<file path="src/rtl/mm_host_pkg.sv">
// Shared types for the Montgomery-core host loader: FSM states, word/address widths
// and the read request handed from the result reader to the BRAM port mux.
package mm_host_pkg;
    localparam int WORD_W      = 17;
    localparam int BRAM_ADDR_W = 32;

    typedef enum logic [2:0] {
        IDLE,
        LOAD,
        START,
        WAIT,
        RD_ISSUE,
        RD_WAIT,
        OUT
    } mm_host_state_t;

    typedef struct packed {
        logic                   en;
        logic [BRAM_ADDR_W-1:0] addr;
    } bram_rd_req_t;
endpackage

</file>
<file path="src/rtl/mm_res_reader.sv">
// Result read-out: fetches s result sections from the BRAM, one per 3 cycles,
// and presents each on a valid/ready stream, least-significant first.
module mm_res_reader
    import mm_host_pkg::*;
#(
    parameter int s        = 8,
    parameter int RES_BASE = s + 1
) (
    input  logic              clock_i,
    input  logic              reset_i,
    input  logic              start_i,
    output bram_rd_req_t      req_o,
    input  logic [WORD_W-1:0] dout_i,
    output logic [WORD_W-1:0] m_data_o,
    output logic              m_valid_o,
    input  logic              m_ready_i,
    output logic              done_o
);
    localparam int RW = (s > 1) ? $clog2(s) : 1;

    mm_host_state_t         state;
    logic [RW-1:0]          r;
    logic                   rd_en;
    logic [BRAM_ADDR_W-1:0] rd_addr;
    logic                   last;

    assign last   = (r == RW'(s - 1));
    assign done_o = (state == OUT) && m_ready_i && last;

    always_comb begin
        req_o      = '0;
        req_o.en   = rd_en;
        req_o.addr = rd_addr;
    end

    always_ff @(posedge clock_i or posedge reset_i) begin
        if (reset_i) begin
            state     <= IDLE;
            r         <= '0;
            rd_en     <= 1'b0;
            rd_addr   <= '0;
            m_data_o  <= '0;
            m_valid_o <= 1'b0;
        end else begin
            case (state)
                IDLE: if (start_i) begin
                    state   <= RD_ISSUE;
                    r       <= '0;
                    rd_en   <= 1'b1;
                    rd_addr <= BRAM_ADDR_W'(RES_BASE);
                end
                RD_ISSUE: begin
                    state <= RD_WAIT;
                    rd_en <= 1'b0;
                end
                RD_WAIT: begin
                    m_data_o  <= dout_i;
                    m_valid_o <= 1'b1;
                    state     <= OUT;
                end
                OUT: if (m_ready_i) begin
                    m_valid_o <= 1'b0;
                    if (last) begin
                        state <= IDLE;
                    end else begin
                        r       <= r + 1'b1;
                        state   <= RD_ISSUE;
                        rd_en   <= 1'b1;
                        rd_addr <= BRAM_ADDR_W'(RES_BASE) + BRAM_ADDR_W'(r) + 1;
                    end
                end
                default: state <= IDLE;
            endcase
        end
    end
endmodule

</file>
<file path="src/rtl/mm_host_loader.sv">
// Host-side loader for the FIOS Montgomery core: streams operands into BRAM port B,
// starts the core, then streams the result back. Option: MM_HOST_LOADER_CYCLE_COUNT_EN.
module mm_host_loader
    import mm_host_pkg::*;
#(
    parameter int s        = 8,
    parameter int RES_BASE = s + 1
) (
    input  logic                   clock_i,
    input  logic                   reset_i,
    input  logic [WORD_W-1:0]      s_data_i,
    input  logic                   s_valid_i,
    output logic                   s_ready_o,
    output logic [WORD_W-1:0]      m_data_o,
    output logic                   m_valid_o,
    input  logic                   m_ready_i,
    output logic                   core_start_o,
    input  logic                   core_done_i,
    output logic [BRAM_ADDR_W-1:0] BRAM_addr_o,
    output logic [WORD_W-1:0]      BRAM_din_o,
    input  logic [WORD_W-1:0]      BRAM_dout_i,
    output logic                   BRAM_we_o,
    output logic                   BRAM_en_o,
    output logic                   busy_o,
    output logic                   done_o
`ifdef MM_HOST_LOADER_CYCLE_COUNT_EN
    ,
    output logic [31:0]            cycles_o
`endif
);
    localparam int             CW        = $clog2(3 * s + 1);
    localparam logic [CW-1:0]  LAST_WORD = CW'(3 * s);

    mm_host_state_t state;
    logic [CW-1:0]  cnt;
    logic           ready_q;
    logic           start_q;
    logic           s_hs;
    logic           rd_start;
    logic           rd_done;
    bram_rd_req_t   rd_req;

    assign s_ready_o    = ready_q;
    assign s_hs         = s_valid_i && ready_q;
    assign rd_start     = (state == WAIT) && core_done_i;
    assign core_start_o = start_q;
    assign busy_o       = (state != IDLE);
    assign done_o       = rd_done;

    // Writes only happen while loading and reads only while the reader runs,
    // so the two never contend for port B.
    always_comb begin
        BRAM_en_o   = s_hs | rd_req.en;
        BRAM_we_o   = s_hs;
        BRAM_addr_o = '0;
        BRAM_din_o  = '0;
        if (s_hs) begin
            BRAM_addr_o = BRAM_ADDR_W'(cnt);
            BRAM_din_o  = s_data_i;
        end else if (rd_req.en) begin
            BRAM_addr_o = rd_req.addr;
        end
    end

    // The top parks in RD_ISSUE while the reader walks RD_ISSUE/RD_WAIT/OUT itself.
    always_ff @(posedge clock_i or posedge reset_i) begin
        if (reset_i) begin
            state   <= IDLE;
            cnt     <= '0;
            ready_q <= 1'b0;
            start_q <= 1'b0;
        end else begin
            case (state)
                IDLE: begin
                    ready_q <= 1'b1;
                    if (s_hs) begin
                        cnt   <= CW'(1);
                        state <= LOAD;
                    end
                end
                LOAD: if (s_hs) begin
                    if (cnt == LAST_WORD) begin
                        cnt     <= '0;
                        state   <= START;
                        start_q <= 1'b1;
                        ready_q <= 1'b0;
                    end else begin
                        cnt <= cnt + 1'b1;
                    end
                end
                START: begin
                    start_q <= 1'b0;
                    state   <= WAIT;
                end
                WAIT: if (core_done_i) state <= RD_ISSUE;
                RD_ISSUE: if (rd_done) begin
                    state   <= IDLE;
                    ready_q <= 1'b1;
                end
                default: state <= IDLE;
            endcase
        end
    end

`ifdef MM_HOST_LOADER_CYCLE_COUNT_EN
    always_ff @(posedge clock_i or posedge reset_i) begin
        if (reset_i) begin
            cycles_o <= '0;
        end else if ((state == LOAD && s_hs && cnt == LAST_WORD) || state == START) begin
            cycles_o <= '0;
        end else if (state == WAIT && cycles_o != 32'hFFFF_FFFF) begin
            cycles_o <= cycles_o + 1'b1;
        end
    end
`endif

    mm_res_reader #(
        .s        (s),
        .RES_BASE (RES_BASE)
    ) u_reader (
        .clock_i   (clock_i),
        .reset_i   (reset_i),
        .start_i   (rd_start),
        .req_o     (rd_req),
        .dout_i    (BRAM_dout_i),
        .m_data_o  (m_data_o),
        .m_valid_o (m_valid_o),
        .m_ready_i (m_ready_i),
        .done_o    (rd_done)
    );
endmodule
</file>
<file path="config.mk">
export PLATFORM = sky130hd
export DESIGN_NAME = mm_host_loader
export DESIGN_NICKNAME = d
export VERILOG_FILES = /design/src/rtl/mm_host_pkg.sv /design/src/rtl/mm_res_reader.sv /design/src/rtl/mm_host_loader.sv
export SDC_FILE = /design/constraint.sdc
export NUM_CORES = 1
export LEC_CHECK = 0
export BUFFER_PORTS_ARGS = -buffer_cell sky130_fd_sc_hd__clkbuf_2
export CAP_MARGIN = 10
export CORE_UTILIZATION = 30
export CTS_CLUSTER_DIAMETER = 30
export DETAILED_ROUTE_END_ITERATION = 12
export GPL_ROUTABILITY_DRIVEN = 1
export SYNTH_ARGS = -nofsm -noshare
export SYNTH_HDL_FRONTEND = slang
export SYNTH_HIERARCHICAL = 1
export SYNTH_SLANG_ARGS = --single-unit
</file>
<file path="constraint.sdc">
create_clock -name clock_i -period 2.2 [get_ports clock_i]
set_input_delay 0.44 -clock clock_i [delete_from_list [all_inputs] [get_ports clock_i]]
set_output_delay 0.44 -clock clock_i [all_outputs]
set_load 0.03 [all_outputs]
</file>
==> results of run 1 <==
## final cells by class
type | count | area [sq um]
repair buffers | 96 | 508
flip-flops and latches | 41 | 1030
fillers | 852 | 5150
clock inverters | 3 | 17.5
inverters | 13 | 48.8
multi-input cells | 194 | 1310
clock buffers | 5 | 68.8
well taps | 105 | 131
## per-stage QoR
stage | cells | hold slack, ns | utilization, % | cell area (sq um) | setup WS, ns
2_1_floorplan | 292 | 0.280 | - | 2670 | -0.0984
3_3_place_gp | 449 | 0.455 | 36.5 | 3020 | 0.154
3_5_place_dp | 449 | 0.455 | 36.5 | 3020 | 0.145
4_1_cts | 457 | 0.135 | 37.6 | 3100 | 0.119
5_1_grt | 457 | 0.151 | 37.6 | 3110 | 0.0335
6_report | 457 | 0.127 | 37.6 | 3110 | 0.157
## state kept, by name, summed over array words and instances, names as in the netlist
name and cells:
u_reader/m_valid_o 1, u_reader/m_data_o 17, u_reader/rd_en 1, s_ready_o 1
core_start_o 1, state 3, u_reader/state 3, cnt 5
u_reader/rd_addr 6, u_reader/r 3
## logic make-up after synthesis
| logic type | after synthesis | synth area share (%) |
|---|---|---|
| multiplexers | 24 | 10.5 |
| AO/OA/AOI/OAI | 32 | 8.41 |
| AND/OR/NAND/NOR | 104 | 24.4 |
| flip-flops | 41 | 39.9 |
| XOR/XNOR | 2 | 0.681 |
| buffers and inverters | 57 | 13.1 |
| other | 1 | 0.146 |
| adder cells (fa/ha/maj) | 6 | 2.92 |
## power breakdown
group	leakage (nW)	internal, mW	total (mW)	switching (mW)
clock network	0.0439	0.219	0.478	0.259
logic	1.14	0.819	2.21	1.39
registers	0.487	1.08	1.36	0.278
## routing by layer
layer	GRT usage, %	vias up	routed length [microns]
li1	-	1046	-
met1	15.4	943	2560
met2	21.1	73	2450
met3	3.95	8	380
met4	4.80	0	78
met5	0	-	0
## synth_stat cells, types with 4 or more instances
cell type / count / area [sq um]
sky130_fd_sc_hd__buf_4: 28 / 210
sky130_fd_sc_hd__o21ai_0: 11 / 55.1
sky130_fd_sc_hd__nand3_1: 8 / 40.0
sky130_fd_sc_hd__dfrtp_1: 41 / 1030
sky130_fd_sc_hd__nor2_1: 8 / 30.0
sky130_fd_sc_hd__mux2_2: 23 / 259
sky130_fd_sc_hd__a21oi_1: 4 / 20.0
sky130_fd_sc_hd__ha_1: 6 / 75.1
sky130_fd_sc_hd__inv_1: 12 / 45.0
sky130_fd_sc_hd__nand2_1: 16 / 60.1
sky130_fd_sc_hd__and3_1: 46 / 288
sky130_fd_sc_hd__clkbuf_1: 11 / 41.3
## critical path, cell delays in order, from the launching register on
cell,delay (ns)
sky130_fd_sc_hd__dfrtp_1,0.42
sky130_fd_sc_hd__ha_1,0.21
sky130_fd_sc_hd__ha_1,0.17
sky130_fd_sc_hd__nand2_1,0.07
sky130_fd_sc_hd__nor2_1,0.20
sky130_fd_sc_hd__clkbuf_2,0.25
## worst paths after layout
| path | end | cells past startpoint | slack [ns] | from |
|---|---|---|---|---|
| setup / recovery | done_o | 5 | 0.16 | u_reader/r[1] |
| min in group clock_i | u_reader/m_data_o[16] | 2 | 0.38 | BRAM_dout_i[16] |
| max in group asynchronous | u_reader/r[2] | 3 | 1.70 | reset_i |
| setup reg to reg | u_reader/r[1] | 5 | 0.20 | u_reader/r[1] |
| hold / removal | cnt[1] | 2 | 0.13 | reset_i |
| hold reg to reg | u_reader/rd_addr[5] | 1 | 0.51 | u_reader/rd_addr[5] |
## cell usage in the layout, fill, tap and decap left out, drive strengths merged, types with 3 or more instances in the layout
cell,instances
nor2b,3
nand3,8
a21oi,5
and3,46
dfrtp,41
buf,11
nor3b,3
clkbuf,90
nand4b,3
mux2,23
conb,26
ha,6
nand2,16
nor2,8
nand3b,3
inv,13
o21ai,13
==> out/results.txt, run 1 <==
The flow ran to the end, and the final reports show no timing, DRC or antenna violations. The starting utilization of the core area is 31.2%. The detailed router finished its first iteration with 80 violations.

The required time of the critical path was 1.76 ns; the max-slew violation total from the final report was 0. For the number of antenna violations at the first check in global routing, the log shows 0. Counting the buffers created by CTS gives 5. The maximum level of the CTS H-tree is 2. Routability-driven placement finished with a final weighted congestion of 0.812. Yosys printed 6 warnings. Using the TritonRoute via totals, the vias-per-cell ratio works out to 4.53. The detail-routed net length per standard cell was 12.0 microns; the setup fix buffers added after clock tree synthesis was 0. The number of hold buffers added after CTS was 0.

The clock drives 41 sinks. The die covers 8950 sq um. Overall power consumption after layout is estimated at 4.05 mW. Detailed-placement wirelength estimate: 4130 microns. In this run the horizontal extent of the chip is 94.6 microns. In this run the worst path has a maximum fanout of 5. Detailed routing inserted a total of 2070 vias.

Clock root buffer: sky130_fd_sc_hd__clkbuf_8. The tools report the DRC violation count after routing as 0. In this run the power density over the cells is 1300 nW/um^2. The area growth from synthesis to layout is 20.7%. The tool flagged a number of max-cap violations equal to 0. Adding up every negative setup slack in the final design gives 0 ns. For this run the aggregate overflow at the end of global routing stands at 0. Type of the worst min-delay path: in -> async. The number of setup violations in the final report came out at 0.

The tools report the total routing resource utilization after global routing as 12.7%. The fraction of registers with async set or reset after synthesis works out to 100%. The top-level I/O count is 112. After layout, the minimum clock period comes to 2.04 ns. The final routed wirelength across all metal layers came out at 5470 microns. The sequential cell area fraction in the yosys report came out at 39.9%.

The run gives 267 as the count of mapped cells out of synthesis. TritonCTS built the clock tree. The number of iterations in the first detailed-routing pass is 4. After clock tree synthesis, the clock-pin slew on the worst setup and hold paths is 0.08 ns. Data arrives at the worst endpoint at 1.60 ns.

Timing would allow up to 490 MHz. The class of the most critical setup path was reg -> out. Setup repair after global routing left no endpoint under its margin. At the end of the flow, the number of nets in the layout was 396. For this design the static power due to leakage is 1.67 nW. The fraction of the cycle the final worst path needs was 92.9%. The fraction of final layout cells with drive strength greater than 1 was 38.6%; the number of resized instances in the post-cts repair step was 0. Between clock sinks in the finished design, the worst skew comes to 0.00332 ns. In this run the remaining antenna-violating nets after routing total 0. After floorplanning, the core was divided into 33 placement rows. The quantity of I/O buffers inserted on ports came out at 85. In this run, synthesis produced a sequential element count of 41. STA classifies the critical path startpoint as a register.

The synthesized netlist contains 47 unique library cells. Number of flops mapped to enable cells by yosys: 0. The tools report the number of endpoints with negative hold slack in the final report as 0.

The tools report the highest ir drop seen on vdd as 0.000714 V. The average size of a mapped cell works out to 9.64 sq um. The tools report the first-pass GRT wire length as 9000 microns. For this run, the leading register cell type out of synthesis is sky130_fd_sc_hd__dfrtp_1.

STA classifies the critical path endpoint as a primary output. The number of antenna diodes in the final layout is 0. For the buffer levels on the longest clock path, the log shows 2. The region available for standard cell placement spans 8260 sq um.

The mapped netlist covers 2570 sq um. The logs give 1933 for the number of global-route vias before repair and 0.29 ns for the clock insertion delay at the later pin of the skew report. The chip height came out at 94.6 microns. Entering global routing, the biggest net connects 32 pins.
Note: power is estimated with default switching activity, not from simulation.
==> run 2, diff against run 1 <==
CELL_PAD_IN_SITES_DETAIL_PLACEMENT = 1   (was not set)
CELL_PAD_IN_SITES_GLOBAL_PLACEMENT = 2   (was not set)
CORE_UTILIZATION = 27   (was 30)
PLACE_DENSITY_LB_ADDON = 0.1   (was not set)
==> run 2 against run 1 <==
Compared with the run above:
- hold slack better by 0.0054 ns
- critical path type unchanged
- count of clock-buffer cells in the layout is 2 higher
- critical endpoint unchanged
- largest cell class unchanged
- die area is 11% higher
- clock skew grew 0.0059 ns
- maximum frequency increased by 0.96%
==> out/results.txt, run 2 (synthesis results as in run 1) <==
The setup fix buffers added after clock tree synthesis is 0 (unchanged), and the detailed-placement wirelength estimate is 4620 microns (+12%). The run gives 4 (unchanged) as the number of iterations in the first detailed-routing pass. The fraction of the cycle the final worst path needs works out to 92.0% (-0.88 points). Flip-flop count of the largest register, all copies and words added: 17 (unchanged).

The first-pass GRT wire length was 10000 microns (+11%). The run gives 2124 (+2.6%) as the routed via count. The data arrival time of the critical path was 1.58 ns (-0.02 ns). The power per unit of standard cell area is 1330 nW/um^2 (+2.3%). The chip height was 99.6 microns (+5.3%). Buffer levels on the longest clock path: 2 (unchanged). The via count normalized by instance count is 4.40 (-2.9%), and the fill cell total of the finished layout is 1108 (+30%). The library cells used most frequently in the layout, excluding fill and tap cells, are 85 x sky130_fd_sc_hd__clkbuf_2, 46 x sky130_fd_sc_hd__and3_1, 41 x sky130_fd_sc_hd__dfrtp_1.

The total inserted antenna cells is 0 (unchanged). The sequential standard cell area was 1030 sq um (unchanged). The area growth from synthesis to layout is 23.5%. Setup repair after global routing left no endpoint under its margin.

The tools report the maximum level of the CTS H-tree as 2 (unchanged). The clock root buffer was sky130_fd_sc_hd__clkbuf_8. The largest fanout of any net on the critical path was 5 (unchanged); the TritonCTS buffer count was 5 (unchanged). The run gives 0.000546 V (-24%) as the highest ir drop seen on vdd. For the top-level I/O count, the log shows 112 (unchanged).

For the number of endpoints with negative hold slack in the final report, the log shows 0 (unchanged). The clock insertion delay at the later pin of the skew report came out at 0.29 ns (about the same). The number of nets with antenna violations after routing was 0 (unchanged); the area used by multi-input combinational logic was 1300 sq um (-0.19%). The fraction of final layout cells with drive strength greater than 1 is 38.4% (-0.22 points), and the die span in x is 99.6 microns (+5.3%).

The worst setup path is launched from a register. The run gives 57 (-29%) as the initial detailed-routing violation count. The DRC violation count after routing is 0 (unchanged). The number of global-route vias before repair was 2027 (+4.9%). The required time of the critical path came out at 1.76 ns (about the same). The most used cell along the critical path is sky130_fd_sc_hd__ha_1.

The run gives 0.177 ns (+0.0193 ns) as the least setup slack across all paths after layout. The minimum clock period came out at 2.02 ns (-0.0193 ns). Worst-case setup slack after placement: 0.0507 ns (-0.0943 ns). The overflow left after global routing was 0 (unchanged).

The core area is 9240 sq um (+12%), and the leakage dissipation is 1.70 nW (+1.5%). The critical path is of the reg -> out type. Leaving out fill and tap cells, the most frequent cell in the layout is sky130_fd_sc_hd__clkbuf_2. Number of setup violations in the final report: 0 (unchanged). The run finished with clean final reports.

On the critical path the largest part of the delay comes from flip-flops. Type of the worst min-delay path: in -> async. The delay of the slowest cell on the worst path is 0.43 ns (about the same), and the relative slew slack is 67.0%. The max-slew violation total from the final report was 0 (unchanged).

The quantity of I/O buffers inserted on ports is 85 (unchanged), and the worst-margin pin slew is 0.492 ns. The overall die area was 9930 sq um (+11%); the detail-routed net length per standard cell was 12.6 microns (+5.7%). Counting flops per register, the top entry is u_reader/m_data_o. The starting utilization of the core area is 27.9% (-3.3 points).

The tools report the total routing resource utilization after global routing as 12.4% (-0.29 points). The tools report the kind of end point of the critical path as a primary output. The sink count of the clock tree is 41 (unchanged), and the sum of negative setup slack is 0 ns (unchanged). The largest registers in the layout are u_reader/m_data_o x17, u_reader/rd_addr x6, cnt x5. The clock tree skew after final layout is 0.00921 ns (+0.00589 ns). The tools report the final routed wirelength across all metal layers as 6110 microns (+12%). Traced cell by cell, the critical path runs through ha_1, ha_1, nand2_1, nor2_1, clkbuf_2. The placement row count is 35 (+6.1%), and the maximum clock frequency is 494 MHz (+0.96%).

The tools report the number of max-cap violations as 0 (unchanged). The buffers plus inverters on the worst setup path works out to 1 (unchanged). On the critical path, the stage with the largest delay is an instance of sky130_fd_sc_hd__dfrtp_1. The number of resized instances in the post-cts repair step is 0 (unchanged).

The number of buffers added to fix hold violations after cts was 0 (unchanged). TritonCTS built the clock tree. The number of nets at the end of the flow is 398 (+0.51%), and the clock transition at the registers of the reported paths is 0.08 ns (about the same). For the number of antenna violations at the first check in global routing, the log shows 0 (unchanged).

The logs give 32 (unchanged) for the pin count of the biggest net entering global routing and 0.775 (-4.5%) for the global placement routability congestion.
run 2: cell count changes in the layout (fill, tap and decap cells not counted), sizes merged:
cell | previous run | this run
bufinv | 0 | 1
clkinv | 2 | 0
buf | 11 | 13
clkinvlp | 1 | 0
clkbuf | 90 | 92
run 2: metal layers:
layer	track usage, %	share of wire [%]	routed length (microns)
met2	20.8	47	2860
met1	16.5	47	2870
met4	2.04	0.41	25
met3	3.02	5.6	345
met5	0	0	0
run 2: stage by stage:
stage                     hold WS (ns)  util [%]  cell area [sq um]  cells  power [mW]
after floorplan                  0.280         -               2670    292        3.05
after global placement           0.468      33.1               3060    475        3.61
after detailed placement         0.476      33.1               3060    475        3.65
after CTS                        0.157      34.4               3180    483        4.30
after global routing             0.153      34.4               3180    483        4.55
final                            0.132      34.4               3180    483        4.24
run 2: final timing paths:
path,cells past startpoint,start,slack [ns],to
setup / recovery,5,u_reader/r[1],0.18,done_o
hold / removal,2,reset_i,0.13,core_start_o
setup reg to reg,5,u_reader/r[1],0.21,u_reader/rd_addr[2]
hold reg to reg,1,u_reader/m_data_o[1],0.51,u_reader/m_data_o[1]
max in group asynchronous,3,reset_i,1.67,u_reader/rd_addr[0]
min in group clock_i,2,BRAM_dout_i[4],0.38,u_reader/m_data_o[4]
run 2: layout make-up:
class	count	share of cell area (%)
Clock buffer	7	2.72
Clock inverter	1	0.945
Inverter	13	1.53
Multi-Input combinational cell	194	41.0
Sequential cell	41	32.3
Tap cell	129	5.08
Timing Repair Buffer	98	16.5
run 2: worst reg2reg max path: stages (launching register included):
cell	delay, ns
sky130_fd_sc_hd__dfrtp_1	0.44
sky130_fd_sc_hd__ha_1	0.22
sky130_fd_sc_hd__ha_1	0.19
sky130_fd_sc_hd__nand4b_1	0.27
sky130_fd_sc_hd__a21oi_4	0.37
sky130_fd_sc_hd__mux2_2	0.37
run 2: power by group:
part | total, mW | switching, mW | internal (mW)
Combinational | 2.25 | 1.42 | 0.830
Clock | 0.632 | 0.261 | 0.370
Sequential | 1.36 | 0.276 | 1.08
Total | 4.24 | 1.96 | 2.28
==> run 3, diff against run 2 <==
ABC_AREA = 1   (was not set)
CORE_UTILIZATION = 26   (was 27)
CTS_BUF_LIST = sky130_fd_sc_hd__clkbuf_4 sky130_fd_sc_hd__clkbuf_8 sky130_fd_sc_hd__clkbuf_16   (was not set)
PLACE_DENSITY_LB_ADDON = 0.15   (was 0.1)
==> run 3 against run 2 <==
Compared with the run above:
- combinational power up 33%
- largest power group unchanged
- global-route usage up 0.93 points
- power up 20%
- count of clock-buffer cells in the layout down 2
- design area up 7.0%
- maximum frequency up 0.51%
- setup slack better by 0.010 ns
- clock skew down 0.0029 ns
- final cell count up 24%
- critical path depth unchanged
- synthesized cell count up 40%
- largest cell class unchanged
==> out/results.txt, run 3 <==
The flow ran to the end, and the final reports show no timing, DRC or antenna violations. Yosys instantiated no cell more often than sky130_fd_sc_hd__nand2_1. For the overall die area, the log shows 11000 sq um (+11%). TritonCTS built the clock tree. The critical path is of the reg -> out type. The fraction of final layout cells with drive strength greater than 1 was 32.4% (-6.0 points). The max-slew violation total from the final report was 0 (unchanged). The run gives 0 (unchanged) as the number of endpoints with negative hold slack in the final report.

The largest fanout of any net on the critical path was 7 (+2); the TritonCTS buffer count was 5 (unchanged). The post-synthesis sequential element count was 41 (unchanged); the clock transition at the registers of the reported paths was 0.09 ns (about the same). The initial detailed-routing violation count is 59 (+3.5%).

The buffer levels on the longest clock path came out at 2 (unchanged). The count of mapped cells out of synthesis came out at 375 (+40%). The sequential standard cell area was 1030 sq um (+0.12%); the flip-flop count of the largest register, all copies and words added was 17 (unchanged). The count of cells along the worst register-to-register path was 10 (+5); the number of setup violations in the final report was 0 (unchanged).

The total routing resource utilization after global routing is 13.4% (+0.93 points). The starting utilization of the core area was 26.7% (-1.1 points). Maximum clock frequency: 497 MHz (+0.51%). The tightest min-delay check is of the in -> async type. The DRC violation count after routing was 0 (unchanged). The warning count from the yosys run was 6 (unchanged); the area growth from synthesis to layout was 23.2%.

The tools report the clock tree skew after final layout as 0.00630 ns (-0.00291 ns). Pin count of the biggest net entering global routing: 20 (-38%). The worst register-to-register path ends at state[0]. The run gives 0.59 ns (+0.38 ns) as the setup slack of the worst register-to-register path. The sum of negative setup slack is 0 ns (unchanged), and the quantity of I/O buffers inserted on ports is 85 (unchanged).

The highest ir drop seen on vdd was 0.000489 V (-10%). The top-level I/O count came out at 112 (unchanged). For the number of iterations in the first detailed-routing pass, the log shows 4 (unchanged). The average size of a mapped cell was 7.36 sq um (-24%). The via count normalized by instance count works out to 4.09 (-7.0%). For the required time of the critical path, the log shows 1.76 ns (about the same).

Number of nets with antenna violations after routing: 0 (unchanged). Ranked by instance count, the synthesized netlist is headed by 97 x sky130_fd_sc_hd__nand2_1, 63 x sky130_fd_sc_hd__nor2_1, 45 x sky130_fd_sc_hd__inv_1, 41 x sky130_fd_sc_hd__dfrtp_1, 27 x sky130_fd_sc_hd__buf_4. For the final routed wirelength across all metal layers, the log shows 7080 microns (+16%). Setup repair after global routing left no endpoint under its margin. The run gives 0 (unchanged) as the overflow left after global routing. The fraction of the cycle the final worst path needs came out at 91.5% (-0.47 points). The number of flops mapped to enable cells by yosys is 0 (unchanged), and the routed via count is 2450 (+15%). The critical path starts at u_reader/r[0]. The first-pass GRT wire length is 12100 microns (+20%), and the total inserted antenna cells is 0 (unchanged).

The worst-case setup slack after placement came out at 0.321 ns (+0.270 ns). The number of antenna violations at the first check in global routing came out at 0 (unchanged). The number of buffers added to fix hold violations after cts is 0 (unchanged). The power per unit of standard cell area is 1500 nW/um^2 (+12%).

The chip height came out at 105 microns (+5.4%). The placement row count was 37 (+5.7%). The relative slew slack came out at 56.6% (-10 points). In the post-synthesis netlist, the biggest area contributors are sky130_fd_sc_hd__dfrtp_1 37%, sky130_fd_sc_hd__nand2_1 13%, sky130_fd_sc_hd__nor2_1 8.6%.

The main flop type after synthesis was sky130_fd_sc_hd__dfrtp_1. The startpoint type of the worst setup path was a register. The minimum clock period is 2.01 ns (-0.0103 ns). For the maximum level of the CTS H-tree, the log shows 2 (unchanged).

The tools report the startpoint of the lowest-slack register-to-register path as u_reader/r[0]. The top cell types in the final layout, fill and taps aside, are 96 x sky130_fd_sc_hd__nand2_1, 84 x sky130_fd_sc_hd__clkbuf_2, 63 x sky130_fd_sc_hd__nor2_1. Number of nets at the end of the flow: 507 (+27%). The detail-routed net length per standard cell came out at 11.8 microns (-6.6%). The number of global-route vias before repair was 2512 (+24%); the area used by multi-input combinational logic was 1380 sq um (+5.8%). The least setup slack across all paths after layout was 0.187 ns (+0.0103 ns); the sequential cell area fraction in the yosys report was 37.2% (-2.7 points). The cell accounting for the most synthesized area was sky130_fd_sc_hd__dfrtp_1. The core area is 10300 sq um (+12%), and the synthesized cell area is 2760 sq um (+7.2%). Leaving out fill and tap cells, the most frequent cell in the layout is sky130_fd_sc_hd__nand2_1. The number of distinct library cell variants in the gate-level netlist after synthesis was 33 (-30%). The sink count of the clock tree came out at 41 (unchanged). The end of the critical path is done_o. The detailed-placement wirelength estimate was 5610 microns (+21%). Counting flops per register, the top entry is u_reader/m_data_o.

The fraction of registers with async set or reset after synthesis is 100% (unchanged), and the die span in x is 105 microns (+5.4%). The area share of the largest cell type after synthesis works out to 37.2% (-2.7 points). The fill cell total of the finished layout is 1330 (+20%). The root buffer cell chosen for the clock tree is sky130_fd_sc_hd__clkbuf_8.

The end-of-flow core utilization was 32.9% (-1.5 points). The largest registers in the layout are u_reader/m_data_o x17, u_reader/rd_addr x6, cnt x5. The logs give 1.92 nW (+13%) for the leakage dissipation and 0.743 (-4.2%) for the global placement routability congestion. Number of max-cap violations: 0 (unchanged).

The run gives 0.30 ns (about the same) as the clock insertion delay at the later pin of the skew report. Kind of end point of the critical path: a primary output. The data arrival time of the critical path is 1.57 ns (about the same), and the worst-margin pin slew is 0.649 ns (+0.157 ns).
run 3: cell types whose count changed after synthesis, moves of 8 or more:
cell,previous run,this run
sky130_fd_sc_hd__and3_1,46,0
sky130_fd_sc_hd__nand3_1,8,17
sky130_fd_sc_hd__inv_1,12,45
sky130_fd_sc_hd__buf_2,3,11
sky130_fd_sc_hd__nand2_1,16,97
sky130_fd_sc_hd__clkbuf_1,11,1
sky130_fd_sc_hd__nor2_1,8,63
run 3: cell type report:
cell class              count  area share [%]
clock inverters             3            2.02
inverters                  49            5.41
flip-flops and latches     41            30.2
repair buffers             95            14.8
multi-input cells         270            40.5
clock buffers               5            2.02
well taps                 136            5.00
run 3: critical path: stages, from the launching register on:
cell and delay, ns:
sky130_fd_sc_hd__dfrtp_2 0.42, sky130_fd_sc_hd__ha_1 0.19, sky130_fd_sc_hd__ha_1 0.17, sky130_fd_sc_hd__inv_1 0.06, sky130_fd_sc_hd__nor3_2 0.21, sky130_fd_sc_hd__clkbuf_4 0.23
run 3: cell families (layout without fill, tap and decap cells):
family	count (synthesis)	in the layout	synth area share, %
fa+ha+maj	6	6	2.72
xor+xnor	1	1	0.317
mux	17	17	6.94
other cells	1	26	0.136
simple gates	202	202	32.0
flops	41	41	37.2
compound gates	18	18	4.13
buf+inv	89	152	16.5
run 3: timing repair:
action,CTS,global route
pin swaps,0,0
buffers inserted,0,0
endpoints found under the setup margin,1,2
gates resized for setup,1,3
run 3: where the power goes:
part	leakage, nW	internal (mW)	switching [mW]	total (mW)
Combinational	1.34	0.905	2.09	2.99
Clock	0.0687	0.457	0.304	0.762
Sequential	0.503	1.07	0.265	1.34
run 3: how the worst min path moves through the flow:
stage | from | endpoint | slack [ns] | cells after the start
after floorplan | reset_i | cnt[0] | 0.28 | 1
after global placement | u_reader/rd_addr[4] | u_reader/rd_addr[4] | 0.47 | 2
after detailed placement | u_reader/rd_addr[3] | u_reader/rd_addr[3] | 0.47 | 2
after CTS | reset_i | s_ready_o | 0.15 | 2
after global routing | reset_i | core_start_o | 0.18 | 2
final | reset_i | core_start_o | 0.14 | 2
run 3: per-layer routing:
| layer | wire (microns) | track usage (%) | vias up |
|---|---|---|---|
| li1 | - | - | 1254 |
| met4 | 53 | 3.32 | 0 |
| met3 | 412 | 3.18 | 5 |
| met1 | 3240 | 16.9 | 1127 |
| met5 | 0 | 0 | - |
| met2 | 3370 | 22.9 | 64 |
run 3: metrics by stage:
stage	std cells	area (sq um)	total power, mW	hold slack [ns]
floorplan	400	2850	3.68	0.280
global placement	591	3250	4.32	0.469
detailed placement	591	3250	4.37	0.466
CTS	599	3390	5.16	0.150
global route	599	3400	5.51	0.182
finish	599	3400	5.09	0.141
